==> config.mk <==
export PLATFORM = sky130hd
export DESIGN_NAME = mem_access_unit_flat
export DESIGN_NICKNAME = d
export VERILOG_FILES = /design/src/rtl/mem_pkg.sv /design/src/rtl/mem_access_unit_if.sv /design/src/rtl/mem_load_align.sv /design/src/rtl/mem_access_unit.sv /design/src/flat_wrapper.sv
export SDC_FILE = /design/constraint.sdc
export NUM_CORES = 1
export LEC_CHECK = 0
export ABC_AREA = 1
export BUFFER_PORTS_ARGS = -buffer_cell sky130_fd_sc_hd__buf_4
export CAP_MARGIN = 15
export CORE_UTILIZATION = 37
export DETAILED_ROUTE_END_ITERATION = 10
export PLACE_DENSITY_LB_ADDON = 0.2
export SLEW_MARGIN = 30
export SYNTH_ARGS = -nofsm -noshare
export SYNTH_HDL_FRONTEND = slang
export SYNTH_SLANG_ARGS = --single-unit
==> constraint.sdc <==
create_clock -name clk -period 4.32 [get_ports clk]
set_input_delay 0.648 -clock clk [delete_from_list [all_inputs] [get_ports clk]]
set_output_delay 0.648 -clock clk [all_outputs]
set_load 0.005 [all_outputs]
==> src/rtl/mem_pkg.sv <==
// Shared encodings for the memory-stage access unit: FSM states, load widths,
// writeback selects and store masks.
package mem_pkg;

    typedef enum logic {
        StIdle = 1'b0,
        StBusy = 1'b1
    } mem_state_e;

    localparam logic [2:0] F3Lb  = 3'b000;
    localparam logic [2:0] F3Lh  = 3'b001;
    localparam logic [2:0] F3Lw  = 3'b010;
    localparam logic [2:0] F3Lbu = 3'b100;
    localparam logic [2:0] F3Lhu = 3'b101;

    localparam logic [1:0] SelAlu   = 2'b00;
    localparam logic [1:0] SelLoad  = 2'b01;
    localparam logic [1:0] SelPcImm = 2'b10;
    localparam logic [1:0] SelImm   = 2'b11;

    localparam logic [3:0] DweNone = 4'b0000;
    localparam logic [3:0] DweB    = 4'b0001;
    localparam logic [3:0] DweH    = 4'b0011;
    localparam logic [3:0] DweW    = 4'b1111;

endpackage

==> src/rtl/mem_access_unit_if.sv <==
// Data-memory req/ack bus; the access unit is the master, the memory the slave.
interface mem_access_unit_if;

    logic        dmem_req;
    logic        dmem_we;
    logic [31:0] dmem_addr;
    logic [3:0]  dmem_be;
    logic [31:0] dmem_wdata;
    logic        dmem_ack;
    logic [31:0] dmem_rdata;

    modport master (
        output dmem_req, dmem_we, dmem_addr, dmem_be, dmem_wdata,
        input  dmem_ack, dmem_rdata
    );

    modport slave (
        input  dmem_req, dmem_we, dmem_addr, dmem_be, dmem_wdata,
        output dmem_ack, dmem_rdata
    );

endinterface

==> src/rtl/mem_load_align.sv <==
// Extracts the addressed byte/halfword/word from a read word and extends it.
module mem_load_align
    import mem_pkg::*;
(
    input  logic [31:0] rdata_i,
    input  logic [1:0]  addr_lo_i,
    input  logic [2:0]  func3_i,
    output logic [31:0] data_o
);

    logic [31:0] sh;

    always_comb begin
        sh = rdata_i >> {addr_lo_i, 3'b000};
        case (func3_i)
            F3Lb:    data_o = {{24{sh[7]}}, sh[7:0]};
            F3Lh:    data_o = {{16{sh[15]}}, sh[15:0]};
            F3Lbu:   data_o = {24'b0, sh[7:0]};
            F3Lhu:   data_o = {16'b0, sh[15:0]};
            default: data_o = sh;
        endcase
    end

endmodule

==> src/rtl/mem_access_unit.sv <==
// Memory-stage access unit: issues loads/stores over req/ack, stalls the pipeline
// until completion and acts as the MEM/WB register.
module mem_access_unit
    import mem_pkg::*;
#(
    parameter int unsigned MAX_WAIT = 15
) (
    input  logic               clk,
    input  logic               reset,
    input  logic [31:0]        mem_alu_out_in,
    input  logic [31:0]        mem_rv1_in,
    input  logic [31:0]        mem_pc_imm_in,
    input  logic [31:0]        mem_imm_in,
    input  logic [4:0]         mem_rd_in,
    input  logic [1:0]         mem_reg_in_sel_in,
    input  logic [3:0]         mem_dwe_in,
    input  logic [2:0]         mem_func3_in,
    input  logic               mem_mem_reg_in,
    input  logic               mem_reg_wr_in,
    mem_access_unit_if.master  dmem,
    output logic               stall,
    output logic [31:0]        wb_data,
    output logic [4:0]         wb_rd,
    output logic               wb_reg_wr,
    output logic               misalign_err,
    output logic               timeout_err
);

    localparam int unsigned CntW = (MAX_WAIT > 1) ? $clog2(MAX_WAIT) : 1;
    localparam logic [CntW-1:0] CntLast = CntW'(MAX_WAIT - 1);

    mem_state_e  state_q, state_d;
    logic [CntW-1:0] cnt_q, cnt_d;
    logic        req_q, req_d, we_q, we_d;
    logic [31:0] addr_q, addr_d, wdata_q, wdata_d;
    logic [3:0]  be_q, be_d;
    logic [31:0] wb_data_q, wb_data_d;
    logic [4:0]  wb_rd_q, wb_rd_d;
    logic        wb_reg_wr_q, wb_reg_wr_d;

    logic        access, misaligned, is_half, is_word;
    logic        stall_c, mis_c, to_c;
    logic [31:0] load_val, sel_data;

    mem_load_align u_load_align (
        .rdata_i   (dmem.dmem_rdata),
        .addr_lo_i (mem_alu_out_in[1:0]),
        .func3_i   (mem_func3_in),
        .data_o    (load_val)
    );

    assign access = mem_mem_reg_in | (mem_dwe_in != DweNone);

    // Loads take their width from func3, stores from the unshifted byte mask.
    always_comb begin
        if (mem_mem_reg_in) begin
            is_half = (mem_func3_in[1:0] == 2'b01);
            is_word = mem_func3_in[1];
        end else begin
            is_half = (mem_dwe_in == DweH);
            is_word = (mem_dwe_in == DweW);
        end
    end

    assign misaligned = (is_half & mem_alu_out_in[0]) | (is_word & (|mem_alu_out_in[1:0]));

    always_comb begin
        state_d = state_q;
        cnt_d   = cnt_q;
        req_d   = req_q;
        we_d    = we_q;
        addr_d  = addr_q;
        be_d    = be_q;
        wdata_d = wdata_q;
        stall_c = 1'b0;
        mis_c   = 1'b0;
        to_c    = 1'b0;
        unique case (state_q)
            StIdle: begin
                if (access && misaligned) begin
                    mis_c = 1'b1;
                end else if (access) begin
                    stall_c = 1'b1;
                    state_d = StBusy;
                    cnt_d   = '0;
                    req_d   = 1'b1;
                    we_d    = |mem_dwe_in;
                    addr_d  = {mem_alu_out_in[31:2], 2'b00};
                    be_d    = mem_dwe_in << mem_alu_out_in[1:0];
                    wdata_d = mem_rv1_in << {mem_alu_out_in[1:0], 3'b000};
                end
            end
            StBusy: begin
                if (dmem.dmem_ack || cnt_q == CntLast) begin
                    to_c    = ~dmem.dmem_ack;
                    state_d = StIdle;
                    req_d   = 1'b0;
                    we_d    = 1'b0;
                    addr_d  = '0;
                    be_d    = '0;
                    wdata_d = '0;
                end else begin
                    stall_c = 1'b1;
                    cnt_d   = cnt_q + 1'b1;
                end
            end
        endcase
    end

    always_comb begin
        unique case (mem_reg_in_sel_in)
            SelAlu:   sel_data = mem_alu_out_in;
            SelLoad:  sel_data = load_val;
            SelPcImm: sel_data = mem_pc_imm_in;
            SelImm:   sel_data = mem_imm_in;
        endcase
        wb_data_d   = wb_data_q;
        wb_rd_d     = wb_rd_q;
        wb_reg_wr_d = 1'b0;
        if (!stall_c) begin
            wb_data_d   = sel_data;
            wb_rd_d     = mem_rd_in;
            wb_reg_wr_d = mem_reg_wr_in & ~mis_c & ~to_c;
        end
    end

    always_ff @(posedge clk or posedge reset) begin
        if (reset) begin
            state_q     <= StIdle;
            cnt_q       <= '0;
            req_q       <= 1'b0;
            we_q        <= 1'b0;
            addr_q      <= '0;
            be_q        <= '0;
            wdata_q     <= '0;
            wb_data_q   <= '0;
            wb_rd_q     <= '0;
            wb_reg_wr_q <= 1'b0;
        end else begin
            state_q     <= state_d;
            cnt_q       <= cnt_d;
            req_q       <= req_d;
            we_q        <= we_d;
            addr_q      <= addr_d;
            be_q        <= be_d;
            wdata_q     <= wdata_d;
            wb_data_q   <= wb_data_d;
            wb_rd_q     <= wb_rd_d;
            wb_reg_wr_q <= wb_reg_wr_d;
        end
    end

    // Combinational outputs are masked so an asserted reset releases the pipeline at once.
    assign stall        = stall_c & ~reset;
    assign misalign_err = mis_c & ~reset;
    assign timeout_err  = to_c & ~reset;

    assign dmem.dmem_req   = req_q;
    assign dmem.dmem_we    = we_q;
    assign dmem.dmem_addr  = addr_q;
    assign dmem.dmem_be    = be_q;
    assign dmem.dmem_wdata = wdata_q;
    assign wb_data         = wb_data_q;
    assign wb_rd           = wb_rd_q;
    assign wb_reg_wr       = wb_reg_wr_q;

endmodule

==> src/flat_wrapper.sv <==
// flat-port wrapper written by rule: the top's interface ports become plain ports
module mem_access_unit_flat import mem_pkg::*;
#(
    parameter int unsigned MAX_WAIT = 15
)
  (clk, reset, mem_alu_out_in, mem_rv1_in, mem_pc_imm_in, mem_imm_in, mem_rd_in, mem_reg_in_sel_in, mem_dwe_in, mem_func3_in, mem_mem_reg_in, mem_reg_wr_in, stall, wb_data, wb_rd, wb_reg_wr, misalign_err, timeout_err, dmem_dmem_req, dmem_dmem_we, dmem_dmem_addr, dmem_dmem_be, dmem_dmem_wdata, dmem_dmem_ack, dmem_dmem_rdata);
  mem_access_unit_if dmem_i ();
  input  logic clk;
  input  logic reset;
  input  logic [31:0] mem_alu_out_in;
  input  logic [31:0] mem_rv1_in;
  input  logic [31:0] mem_pc_imm_in;
  input  logic [31:0] mem_imm_in;
  input  logic [4:0] mem_rd_in;
  input  logic [1:0] mem_reg_in_sel_in;
  input  logic [3:0] mem_dwe_in;
  input  logic [2:0] mem_func3_in;
  input  logic mem_mem_reg_in;
  input  logic mem_reg_wr_in;
  output logic stall;
  output logic [31:0] wb_data;
  output logic [4:0] wb_rd;
  output logic wb_reg_wr;
  output logic misalign_err;
  output logic timeout_err;
  output wire logic [$bits(dmem_i.dmem_req)-1:0] dmem_dmem_req;
  output wire logic [$bits(dmem_i.dmem_we)-1:0] dmem_dmem_we;
  output wire logic [$bits(dmem_i.dmem_addr)-1:0] dmem_dmem_addr;
  output wire logic [$bits(dmem_i.dmem_be)-1:0] dmem_dmem_be;
  output wire logic [$bits(dmem_i.dmem_wdata)-1:0] dmem_dmem_wdata;
  input wire logic [$bits(dmem_i.dmem_ack)-1:0] dmem_dmem_ack;
  input wire logic [$bits(dmem_i.dmem_rdata)-1:0] dmem_dmem_rdata;
  assign dmem_dmem_req = dmem_i.dmem_req;
  assign dmem_dmem_we = dmem_i.dmem_we;
  assign dmem_dmem_addr = dmem_i.dmem_addr;
  assign dmem_dmem_be = dmem_i.dmem_be;
  assign dmem_dmem_wdata = dmem_i.dmem_wdata;
  assign dmem_i.dmem_ack = dmem_dmem_ack;
  assign dmem_i.dmem_rdata = dmem_dmem_rdata;
  mem_access_unit #(.MAX_WAIT(MAX_WAIT)) u_core (.clk(clk), .reset(reset), .mem_alu_out_in(mem_alu_out_in), .mem_rv1_in(mem_rv1_in), .mem_pc_imm_in(mem_pc_imm_in), .mem_imm_in(mem_imm_in), .mem_rd_in(mem_rd_in), .mem_reg_in_sel_in(mem_reg_in_sel_in), .mem_dwe_in(mem_dwe_in), .mem_func3_in(mem_func3_in), .mem_mem_reg_in(mem_mem_reg_in), .mem_reg_wr_in(mem_reg_wr_in), .dmem(dmem_i), .stall(stall), .wb_data(wb_data), .wb_rd(wb_rd), .wb_reg_wr(wb_reg_wr), .misalign_err(misalign_err), .timeout_err(timeout_err));
endmodule
# --- Word-level counts from Yosys, hierarchy flattened ---
# Cells that the tools add are included.
totals:
  ff_bits: 113
  in_bits: 179
op_classes:
  addsub: 1
  eq_ne: 14
  shifts: 3
  mux: 35
  n_bitwise: 14
  reduce_logical: 9
ops:
  columns: ["operator", "n"]
  rows:
  - ["32-bit case mux with 4 select lines", 2]
  - ["32-bit 2-to-1 mux", 5]
  - ["32-bit case mux with 2 select lines", 2]
  - ["32-bit by 5-bit left shift with 32-bit output", 1]
  - ["32-bit by 5-bit right shift with 32-bit output", 1]
  - ["4-bit 2-to-1 mux", 6]
  - ["4-bit case mux with 2 select lines", 2]
  - ["1-bit 2-to-1 mux", 15]
  - ["4-bit == test, second input constant", 2]
  - ["1-bit AND", 7]
  - ["3-bit == test, second input constant", 2]
  - ["2-bit != test, second input constant", 3]
  - ["1-bit case mux with 2 select lines", 3]
  - ["3-bit AND reduction", 2]
  - ["1-bit NOT", 5]
  - ["4-bit by 1-bit adder with 4-bit output, second input constant", 1]
  - ["2-bit by 1-bit == test with 1-bit output, second input constant", 2]
  - ["2-bit == test, second input constant", 2]
  - ["4-bit by 2-bit == test with 1-bit output, second input constant", 1]
  - ["4-bit nonzero test", 1]
  - ["4-bit OR reduction", 1]
  - ["4-bit by 2-bit left shift with 4-bit output", 1]
  - ["3-bit by 1-bit == test with 1-bit output, second input constant", 1]
  - ["3-bit logical NOT", 1]
  - ["6 further kinds", 7]

# --- Logic depth before layout (Yosys ltp) ---
depth:
  word_depth: 11
  ltp_mapped: 12
  ltp_nobuf: 10

# --- Hierarchy ---
# Synthesis repeated with hierarchy kept, for this count alone.
unflattened:
  hier_cells: 992
  hier_area_um2: 6960.4
modules_own_cells:
  columns: ["module", "instances", "cells_per_inst", "area_each_um2", "seq_area_each_um2"]
  rows:
  - ["mem_access_unit", 1, 834, 6039.5, 2777.7]
  - ["mem_load_align", 1, 158, 920.9, 0.0]

# --- Least setup slack after synthesis ---
# Ideal clock, no wire load.
synth_path:
  path_type: "input to output"
  from: "in mem_alu_out_in[1]"
  to: "out stall"
  arrival_time_ns: 1.624
  t_required_ns: 3.672
  slack_ns: 2.048
  cell_stages: 7
  n_path_buf: 2
  cell_sequence: "buf_2 nor2_1 a31oi_2 nand3_2 nand2_4 buf_2 nor2_1"
synth_via:
  elab_chain_len: 7
synth_lines:
  columns: ["element", "line_no", "source"]
  rows:
  - ["from (decl)", "flat_wrapper.sv:10", "input logic [31:0] mem_alu_out_in;"]
  - ["2-bit OR reduction", "mem_access_unit.sv:65", "assign misaligned = (is_half & mem_alu_out_in[0]) | (is_word & (|mem_alu_out_in[1:0]));"]
  - ["1-bit AND", "mem_access_unit.sv:65", null]
  - ["1-bit OR", "mem_access_unit.sv:65", null]
  - ["1-bit logical AND", "mem_access_unit.sv:80", "if (access && misaligned) begin"]
  - ["1-bit 2-to-1 mux", "mem_access_unit.sv:80", null]
  - ["1-bit case mux with 2 select lines", "mem_access_unit.sv:78", "unique case (state_q)"]
  - ["1-bit AND", "mem_access_unit.sv:154", "assign stall = stall_c & ~reset;"]
  - ["to (decl)", "flat_wrapper.sv:20", "output logic stall;"]
# Every way passes these cells.

# --- Worst setup path after layout ---
layout_path:
  from: "reg u_core.cnt_q[0]"
  to: "out stall"
layout_via:
  elab_chain_len: 5
layout_lines:
  columns: ["element", "line_no", "source"]
  rows:
  - ["from (decl)", "mem_access_unit.sv:33", "logic [CntW-1:0] cnt_q, cnt_d;"]
  - ["from (signal assigned)", "mem_access_unit.sv:141", "cnt_q <= cnt_d;"]
  - ["4-bit == test", "mem_access_unit.sv:94", "if (dmem.dmem_ack || cnt_q == CntLast) begin"]
  - ["1-bit logical OR", "mem_access_unit.sv:94", null]
  - ["1-bit 2-to-1 mux", "mem_access_unit.sv:94", null]
  - ["1-bit case mux with 2 select lines", "mem_access_unit.sv:78", null]
  - ["1-bit AND", "mem_access_unit.sv:154", null]
# Every way passes these cells.

==> metrics.txt <==
status=complete, no violations; Max clock buf depth=2; WP data required=3.67 ns; Root Buffer=clkbuf_16; Finished Layout Cells=1465; Final Critical Period=~3.3 ns; clock power share=0.257; Synth top cells by count=nand2_1 (446), dfrtp_1 (111), nand3_1 (95); top cells by area, synth=dfrtp_1 (42%), nand2_1 (25%), nand3_1 (7.2%); DRT Wirelength=between 20 and 25 mm; combinational group share of total power=0.335; Overall Global Routing Usage=0.270; DRT iter0 DRCs=between 500 and 600; warnings from Yosys=0; via count=7390; Post-synth EDFFs=0; clk slew on worst S/H paths=0.08 ns; cell internal pwr=between 2 and 2.5 mW; first-pass GRT wire length=approximately 38 mm; antenna violations before repair=0; Initial Utilization=0.380; Post-CTS Resized=0; synthesized cell area=approximately 6600 µm²; most numerous cell in the Yosys netlist=nand2_1; Routed WL per cell=between 15 and 20 µm; io pins=290; Pwr Total=~3.4 mW; Netlist cell types=33; Avg Inst Size Synth=6.66 µm²; clk_lat worst skew=about 0.36 ns; Worst Max-Slew Pin Slew=0.772 ns; largest net degree at the start of global routing=79; vias in the first global route=7103; leak pwr=roughly 5.0 nW; Max Cap Violations=0; TritonCTS clock tree=yes; Worst Hold Class=input pin to asynchronous set/reset pin; cells after synthesis=986; r2r startpoint=u_core.cnt_q[0]; max frequency=303 MHz; Slew headroom=0.484; Startpoint Class=register; Seq pwr share=0.407; Port Buffers=287; total CTS buffers=9; setup TNS=0 ns; H-Tree Depth=3; Synth Flop Type=dfrtp_1; Synth async-reset ratio=1.00; P_sw=roughly 1.2 mW; Setup CP Type=register to primary output; Post-DP HPWL=approximately 19 mm; PwrDens=377 nW/µm²; # hold bufs at CTS=0; layout cell share with drive strength beyond 1=0.265; Area growth syn-to-layout=38.6%; Die X-Extent=around 140 µm; total gr overflow=0; Seq cells post-synth=roughly 110; drt first pass iters=5; Pins Over Slew Limit=0; critical path data arrival time=about 2.7 ns; Final ANT Viol Nets=0; RSZ-0062 raised after global routing=false; core area=around 17000 µm²; Critical Path Fanout Max=27; via density per instance=between 5 and 6; DRC errors left=0; worst clock skew=approximately 0.01 ns; final setup fails=0; nets=roughly 1400; Crit Reg-Reg Endpoint=u_core.wb_data[8]; row count=48; Final GP Congestion=around 0.89; Tcrit/Tclk final=0.764; largest area contributor in the netlist=dfrtp_1; placed instance count=1449; Peak VDD IR=202 µV; Clock Sinks=roughly 110; post-synthesis sequential area ratio=0.423; ant diodes=0; critical path capture point type=primary output; worst r2r path cells=9; Net Sw Frac=0.339; flop2flop setup slack=1.38 ns; Die Span Y=135 µm; final hold violations=0; Die ar.=approximately 18000 µm²; Yosys top cell area share=0.423; setup bufs post-CTS=0
[kinds of logic after synthesis]
| kind of cell | count (synthesis) | share of synthesized area |
|---|---|---|
| simple gates | 608 | 0.375 |
| compound gates | 145 | 0.119 |
| buf+inv | 117 | 0.0762 |
| flops | 111 | 0.423 |
| xor+xnor | 2 | 0.00267 |
| fa+ha+maj | 2 | 0.00381 |
| other cells | 1 | 0.000571 |
[layout make-up]
| class | count | area (µm²) |
|---|---|---|
| fillers | 1799 | 8200 |
| multi-input cells | 759 | 3290 |
| flip-flops and latches | 111 | 2780 |
| repair buffers | 296 | 2220 |
| well taps | 225 | 282 |
| clock buffers | 10 | 229 |
| inverters | 58 | 220 |
| clock inverters | 6 | 77.6 |
[worst max-delay path by stage]
| stage | startpoint | slack [ns] | endpoint | cells past startpoint |
|---|---|---|---|---|
| global route | u_core.cnt_q[0] | 0.85 | stall | 8 |
| detailed placement | mem_alu_out_in[0] | 1.10 | stall | 7 |
| global placement | mem_alu_out_in[0] | 1.12 | stall | 9 |
| finish | u_core.cnt_q[0] | 1.02 | stall | 8 |
| floorplan | reset | 0.74 | u_core.cnt_q[0] | 1 |
| CTS | u_core.cnt_q[0] | 1.02 | stall | 8 |
[power groups by stage]
| stage | registers, mW | logic, mW | clock network, mW |
|---|---|---|---|
| final | 1.40 | 1.15 | 0.883 |
| after global routing | 1.43 | 1.27 | 0.941 |
| after CTS | 1.40 | 1.16 | 0.899 |
| after detailed placement | 1.41 | 1.16 | 0 |
| after global placement | 1.41 | 1.14 | 0 |
| after floorplan | 1.42 | 0.507 | 0 |
[flip-flops by register name, summed over array words and instances, names as in the netlist]
signal / count
u_core.dmem.dmem_addr: 30
u_core.dmem.dmem_we: 1
u_core.dmem.dmem_req: 1
u_core.wb_rd: 5
u_core.wb_reg_wr: 1
u_core.cnt_q: 4
u_core.dmem.dmem_be: 4
u_core.dmem.dmem_wdata: 32
u_core.wb_data: 32
u_core.state_q: 1
[worst max-delay path, cell delays in order (launching register included)]
cell,delay [ns]
dfrtp_1,0.42
inv_1,0.06
ha_1,0.19
nand3_1,0.13
a21oi_1,0.19
nor2_2,0.66
nand2_4,0.35
nor2_1,0.18
buf_4,0.13
[cell usage in the layout (no fill, tap or decap), drive strengths merged, types with 8 or more instances in the layout]
| master | n |
|---|---|
| nand2 | 448 |
| dfrtp | 111 |
| buf | 296 |
| nand4 | 8 |
| nand3 | 98 |
| inv | 58 |
| a21oi | 30 |
| o22ai | 15 |
| clkbuf | 10 |
| o21ai | 93 |
| nor2 | 50 |
[stage by stage]
step                       util  setup slack, ns  hold slack, ns  instance area [µm²]
after floorplan               -            0.741           0.465                 6570
after global placement    0.508             1.12           0.457                 8790
after detailed placement  0.508             1.10           0.460                 8790
after CTS                 0.526             1.02           0.479                 9100
after global routing      0.526            0.853           0.494                 9100
final                     0.526             1.02           0.455                 9100
[layer usage]
metal  GRT usage  wire length (µm)  part of all wire  vias up
met5           0                 0                 0        -
li1            -                 -                 -     3642
met4      0.0936               524             0.021        0
met1       0.339             10300              0.42     3435
met2       0.466             12100              0.49      284
met3      0.0486              1630             0.066       29
(Power assumes the default switching activity.)
